$ cat config.mk
export PLATFORM = sky130hd
export DESIGN_NAME = execute_stage
export DESIGN_NICKNAME = d
export VERILOG_FILES = /design/src/rtl/execute_stage.sv
export SDC_FILE = /design/constraint.sdc
export NUM_CORES = 1
export LEC_CHECK = 0
export ABC_CLOCK_PERIOD_IN_PS = 6200
export CAP_MARGIN = 20
export CELL_PAD_IN_SITES_DETAIL_PLACEMENT = 1
export CELL_PAD_IN_SITES_GLOBAL_PLACEMENT = 1
export CORE_MARGIN = 4
export CORE_UTILIZATION = 44
export DETAILED_ROUTE_END_ITERATION = 12
export PLACE_DENSITY_LB_ADDON = 0.1
export SLEW_MARGIN = 20
export SYNTH_ARGS = -nofsm -noshare
export SYNTH_HDL_FRONTEND = slang
export SYNTH_SLANG_ARGS = --single-unit
$ cat constraint.sdc
create_clock -name clk -period 6.2 [get_ports clk]
set_clock_uncertainty 0.2 [all_clocks]
set_input_delay 0.62 -clock clk [delete_from_list [all_inputs] [get_ports clk]]
set_output_delay 0.62 -clock clk [all_outputs]
set_load 0.01 [all_outputs]
$ cat src/rtl/execute_stage.sv
// Execute stage: single-cycle ALU ops plus an iterative 16x16 signed multiply,
// with registered result and memory-access controls for the next stage.
module execute_stage #(
  parameter int unsigned DATA_W = 16,
  parameter int unsigned DATA_A = 11
) (
  input  logic              clk,
  input  logic              reset,
  input  logic              enable,
  input  logic              in_valid,
  output logic              in_ready,
  input  logic [3:0]        op,
  input  logic [31:0]       operand_a,
  input  logic [31:0]       operand_b,
  input  logic [DATA_W-1:0] store_data,
  input  logic              mem_read_in,
  input  logic              mem_write_in,
  output logic [31:0]       result,
  output logic              out_valid,
  output logic              overflow,
  output logic [DATA_A-1:0] datamem_address,
  output logic [DATA_W-1:0] datamem_data,
  output logic              ctr_datamem_MR,
  output logic              ctr_datamem_MW,
  output logic              busy
);
  localparam int unsigned XLEN  = 32;
  localparam int unsigned MUL_W = 16;
  localparam int unsigned CNT_W = 4;
  localparam logic [3:0]  OP_MUL = 4'd9;

  typedef enum logic {IDLE, MUL} state_t;

  state_t             state_q, state_d;
  logic [XLEN-1:0]    result_q, result_d;
  logic               out_valid_q, out_valid_d;
  logic               overflow_q, overflow_d;
  logic [DATA_A-1:0]  addr_q, addr_d;
  logic [DATA_W-1:0]  data_q, data_d;
  logic               mr_q, mr_d;
  logic               mw_q, mw_d;
  logic [CNT_W-1:0]   cnt_q, cnt_d;
  logic [XLEN-1:0]    acc_q, acc_d;
  logic [XLEN-1:0]    mcand_q, mcand_d;
  logic [MUL_W-1:0]   mplr_q, mplr_d;
  logic [DATA_W-1:0]  store_q, store_d;

  logic [XLEN-1:0]    alu_res;
  logic               alu_ovf;
  logic [XLEN-1:0]    partial;
  logic [XLEN-1:0]    acc_next;

  // Single-cycle ALU; overflow only meaningful for ADD/SUB
  always_comb begin
    alu_res = '0;
    alu_ovf = 1'b0;
    unique case (op)
      4'd0: begin
        alu_res = operand_a + operand_b;
        alu_ovf = (operand_a[31] == operand_b[31]) && (alu_res[31] != operand_a[31]);
      end
      4'd1: begin
        alu_res = operand_a - operand_b;
        alu_ovf = (operand_a[31] != operand_b[31]) && (alu_res[31] != operand_a[31]);
      end
      4'd2:  alu_res = operand_a & operand_b;
      4'd3:  alu_res = operand_a | operand_b;
      4'd4:  alu_res = operand_a ^ operand_b;
      4'd5:  alu_res = XLEN'($signed(operand_a) < $signed(operand_b));
      4'd6:  alu_res = operand_a << operand_b[4:0];
      4'd7:  alu_res = operand_a >> operand_b[4:0];
      4'd8:  alu_res = XLEN'($signed(operand_a) >>> operand_b[4:0]);
      4'd10: alu_res = operand_b;
      default: alu_res = '0;
    endcase
  end

  // Shift-add step; the multiplier MSB carries negative weight (signed operand)
  always_comb begin
    partial  = mplr_q[0] ? mcand_q : '0;
    acc_next = (cnt_q == CNT_W'(MUL_W - 1)) ? (acc_q - partial) : (acc_q + partial);
  end

  always_comb begin
    state_d     = state_q;
    result_d    = result_q;
    out_valid_d = out_valid_q;
    overflow_d  = overflow_q;
    addr_d      = addr_q;
    data_d      = data_q;
    mr_d        = mr_q;
    mw_d        = mw_q;
    cnt_d       = cnt_q;
    acc_d       = acc_q;
    mcand_d     = mcand_q;
    mplr_d      = mplr_q;
    store_d     = store_q;
    if (enable) begin
      out_valid_d = 1'b0;
      mr_d        = 1'b0;
      mw_d        = 1'b0;
      unique case (state_q)
        IDLE: begin
          if (in_valid) begin
            if (op == OP_MUL) begin
              state_d = MUL;
              mcand_d = XLEN'($signed(operand_a[MUL_W-1:0]));
              mplr_d  = operand_b[MUL_W-1:0];
              cnt_d   = '0;
              acc_d   = '0;
              store_d = store_data;
            end else begin
              result_d    = alu_res;
              overflow_d  = alu_ovf;
              out_valid_d = 1'b1;
              addr_d      = alu_res[DATA_A-1:0];
              data_d      = store_data;
              mr_d        = mem_read_in & ~mem_write_in;
              mw_d        = mem_write_in & ~mem_read_in;
            end
          end
        end
        MUL: begin
          acc_d   = acc_next;
          mcand_d = mcand_q << 1;
          mplr_d  = mplr_q >> 1;
          cnt_d   = cnt_q + CNT_W'(1);
          if (cnt_q == CNT_W'(MUL_W - 1)) begin
            state_d     = IDLE;
            result_d    = acc_next;
            overflow_d  = 1'b0;
            out_valid_d = 1'b1;
            addr_d      = acc_next[DATA_A-1:0];
            data_d      = store_q;
          end
        end
        default: state_d = IDLE;
      endcase
    end
  end

  always_ff @(posedge clk) begin
    if (reset) begin
      state_q     <= IDLE;
      result_q    <= '0;
      out_valid_q <= 1'b0;
      overflow_q  <= 1'b0;
      addr_q      <= '0;
      data_q      <= '0;
      mr_q        <= 1'b0;
      mw_q        <= 1'b0;
      cnt_q       <= '0;
      acc_q       <= '0;
      mcand_q     <= '0;
      mplr_q      <= '0;
      store_q     <= '0;
    end else begin
      state_q     <= state_d;
      result_q    <= result_d;
      out_valid_q <= out_valid_d;
      overflow_q  <= overflow_d;
      addr_q      <= addr_d;
      data_q      <= data_d;
      mr_q        <= mr_d;
      mw_q        <= mw_d;
      cnt_q       <= cnt_d;
      acc_q       <= acc_d;
      mcand_q     <= mcand_d;
      mplr_q      <= mplr_d;
      store_q     <= store_d;
    end
  end

  assign in_ready        = (state_q == IDLE);
  assign busy            = (state_q == MUL);
  assign result          = result_q;
  assign out_valid       = out_valid_q;
  assign overflow        = overflow_q;
  assign datamem_address = addr_q;
  assign datamem_data    = data_q;
  assign ctr_datamem_MR  = mr_q;
  assign ctr_datamem_MW  = mw_q;

endmodule

==> summary by stage <==
Status
The flow ran to the end, and the final reports show no timing, DRC or antenna violations.

Layout
The final instance area is 19700 um^2. The number of antenna cells inserted is 0. Cells with a size suffix above 1 make up 7.83% of the layout. In the layout the commonest cells are sky130_fd_sc_hd__nor2_1 (320), sky130_fd_sc_hd__nand2_1 (229), sky130_fd_sc_hd__a21oi_1 (218), sky130_fd_sc_hd__dfxtp_1 (152), sky130_fd_sc_hd__clkdlybuf4s50_1 (148).

The most common cell after layout, fill and taps aside is sky130_fd_sc_hd__nor2_1. The net count of the finished layout is 2629. Relative to the synthesized area, the layout overhead comes to 14.0%.

Logic synthesis
The number of synthesized flops with an enable pin is 0. A synthesized cell averages 7.28 um^2. The share of synthesized registers carrying an async set or reset is 0%. The instance count of the mapped netlist is 2369. The total nets after synthesis is 2597. After synthesis, the largest family of logic cells by area is compound AO/OA/AOI/OAI gates. The fraction of the mapped netlist area in adder cells is 10.1%.

The Yosys step of the flow raised 0 warnings. By area the synthesized netlist is led by sky130_fd_sc_hd__dfxtp_1 (18%), sky130_fd_sc_hd__ha_1 (9.8%), sky130_fd_sc_hd__nor2_1 (7.0%), sky130_fd_sc_hd__mux4_2 (6.4%), sky130_fd_sc_hd__a21oi_1 (6.3%). The prevailing post-synth register cell is sky130_fd_sc_hd__dfxtp_1.

The count of cell types in the netlist is 87. The number of storage elements in the synthesis netlist is 153. The post-synthesis cell area is 17200 um^2.

After Yosys synthesis, XOR and XNOR cells account for 3.35% of the synthesized area. The largest total area in the synthesized netlist belongs to sky130_fd_sc_hd__dfxtp_1. The synthesized design devotes to its leading area cell type 17.8% of total area. The compound-gate portion of the synthesized area is 28.9%.

Summing the areas of all and, or, nand and nor instances in the mapped netlist gives 20.8% of the synthesized area. The mux cell area share after synthesis is 11.9%. Sequential cells were found to cover 17.8% of the synthesized design area.

Global route
Global routing used 36.1% of the available tracks. The number of antenna violations at the first check in global routing is 2. The total overflow reported by the global router is 0.

The number of global-route vias before repair is 19300. The largest net degree at the start of global routing is 84. The first global-routing pass estimated 119000 um of wire.

Clocking
The count of H-tree levels built during CTS is 4. The clock drives 153 sinks. In this run, post-CTS repair resized a total of 0 instances. The clock input transition at the sequential cells of the worst setup and hold paths is 70 ps. The post-CTS setup repair buffer count is 0. The root buffer cell chosen for the clock tree is sky130_fd_sc_hd__clkbuf_16. The buffer depth of the longest clock path is 2. The count of hold-fix buffers inserted at cts is 0.

The later-pin clock latency in the skew report is 440 ps. Counting the buffers created by CTS gives 17. The CTS tree is done.

Timing
The post-layout minimum cycle time is 5580 ps. The number of hold violations in the final report is 0. At the pin with the least slew margin, the transition time is 1080 ps. Measured against its own limit, the worst slew margin works out to 27.7%. The final count of pins violating max slew was 0.

The total setup violations reported at the end of the flow is 0. The maximum achievable frequency is 179 MHz. After routing, the total negative slack on setup checks comes to 0 ps. In the finished design, the share of the clock period the worst path needs comes to 90.1%.

Setup repair after global routing left no endpoint under its margin. The worst setup margin is 616 ps.

Floorplan
The overall die height is 206 um. After floorplanning, the core was divided into 72 placement rows. The die covers 42400 um^2.

The number of top-level pins is 155. The floorplan step set the die width to 206 um. The core box area is 38700 um^2. The initial core utilization is 44.5%.

Min path
The class of the most critical hold timing path is reg -> reg.

Routing
The DRC violation total after the first TritonRoute iteration is 1797. For this run, design rule violations remaining after detail routing come to 0. In this run the remaining antenna-violating nets after routing total 0.

In the routed layout, each cell is associated on average with a via count of 6.59. Dividing the detail-routed wire length by the instance count gives 26.8 um. The first detailed-routing pass took 5 iterations.

For this block, the via count after detailed routing is 19300. The total length of routed wires is 78400 um.

Setup path
The critical path endpoint category is a flip-flop. At the worst endpoint, the required time is 6310 ps. The launching element type of the critical path is a flip-flop. The maximum fanout encountered on the critical timing path is 7. The path type of the worst setup path is reg -> reg.

The arrival time at the worst endpoint is 5700 ps.

Placed design
The count of buffers from port buffering is 154. The last weighted congestion value of the routability-driven placer is 0.973. The cell area reported after detailed placement is 19100 um^2. The worst slack at placement is 853 ps. The detailed-placement wirelength estimate is 59000 um.

Power and ir drop
The power density over cell area is 172 nW/um^2. The static leakage is 7.52 nW. VDD sags by at most 0.155 mV.

Flow run
The max-cap check violation count is 0.
-- cell usage after synthesis, drive strengths merged, types with 47 or more instances --
cell / count
nand3: 47
clkbuf: 146
buf: 48
nor2: 322
dfxtp: 153
a21oi: 220
a211oi: 97
mux4: 49
o21ai: 117
inv: 113
mux2i: 81
ha: 135
nor3: 77
nand2: 229
-- metrics by stage --
step | cells | utilization, % | power [mW] | hold slack [ps]
after floorplan | 2369 | - | 1.81 | 236
after global placement | 2900 | 49.2 | 2.26 | 241
after detailed placement | 2900 | 49.2 | 2.28 | 251
after CTS | 2932 | 50.7 | 3.36 | 261
after global routing | 2932 | 50.8 | 3.52 | 277
final | 2932 | 50.8 | 3.38 | 259
-- final timing paths --
kind / from / endpoint / slack, ps / depth (start not counted)
worst max register to register: mcand_q[4] / result[26] / 620 / 20
worst max-delay path: mcand_q[4] / result[26] / 620 / 20
worst min-delay path: store_q[15] / store_q[15] / 260 / 2
worst min register to register: store_q[15] / store_q[15] / 260 / 2
-- worst max-delay path, stage by stage, from the launching register on --
cell and delay (ps):
sky130_fd_sc_hd__dfxtp_1 380, sky130_fd_sc_hd__nor4_1 290, sky130_fd_sc_hd__buf_4 200, sky130_fd_sc_hd__nand3_1 80, sky130_fd_sc_hd__nand2_1 120, sky130_fd_sc_hd__nand2_1 120, sky130_fd_sc_hd__a21oi_1 490, sky130_fd_sc_hd__nor2_1 180
sky130_fd_sc_hd__a211o_1 310, sky130_fd_sc_hd__nand3_1 100, sky130_fd_sc_hd__ha_1 280, sky130_fd_sc_hd__and3_1 250, sky130_fd_sc_hd__a31o_1 230, sky130_fd_sc_hd__a41oi_1 280, sky130_fd_sc_hd__o2111ai_1 260, sky130_fd_sc_hd__and2_1 240
sky130_fd_sc_hd__a221oi_1 500, sky130_fd_sc_hd__xor2_1 250, sky130_fd_sc_hd__nor2_1 140, sky130_fd_sc_hd__a2111oi_0 460, sky130_fd_sc_hd__nor4_1 100
-- report_power, final --
group          switching [mW]  internal (mW)  total (mW)
sequential             0.0270           1.01        1.04
clock                   0.480          0.603        1.08
combinational           0.782          0.470        1.25
total                    1.29           2.09        3.38
-- area by class of cell --
class / count / area [um^2]
well taps: 518 / 648
multi-input cells: 1909 / 13000
repair buffers: 207 / 1930
clock inverters: 14 / 161
inverters: 113 / 424
fillers: 4929 / 19100
flip-flops and latches: 153 / 3070
clock buffers: 18 / 429
-- registers in the layout (all words and copies together), names as in the netlist --
name            count
out_valid           1
acc_q              32
overflow            1
ctr_datamem_MR      1
ctr_datamem_MW      1
store_q            16
mplr_q             16
datamem_data       16
mcand_q            32
cnt_q               4
busy                1
result             32
-- per-layer routing --
layer  global-route usage [%]  wire, um  vias to the layer above
li1                         -         -                     8745
met1                     49.0     33700                     9556
met2                     56.8     35100                      858
met3                     7.61      6580                      169
met4                     13.2      3060                        4
met5                        0        18                        -
-- cells by family after synthesis --
kind of cell | after synthesis
AO/OA/AOI/OAI | 752
XOR/XNOR | 66
adder cells (fa/ha/maj) | 138
buffers and inverters | 307
flip-flops | 153
multiplexers | 142
AND/OR/NAND/NOR | 811
Note: power is estimated with default switching activity, not from simulation.
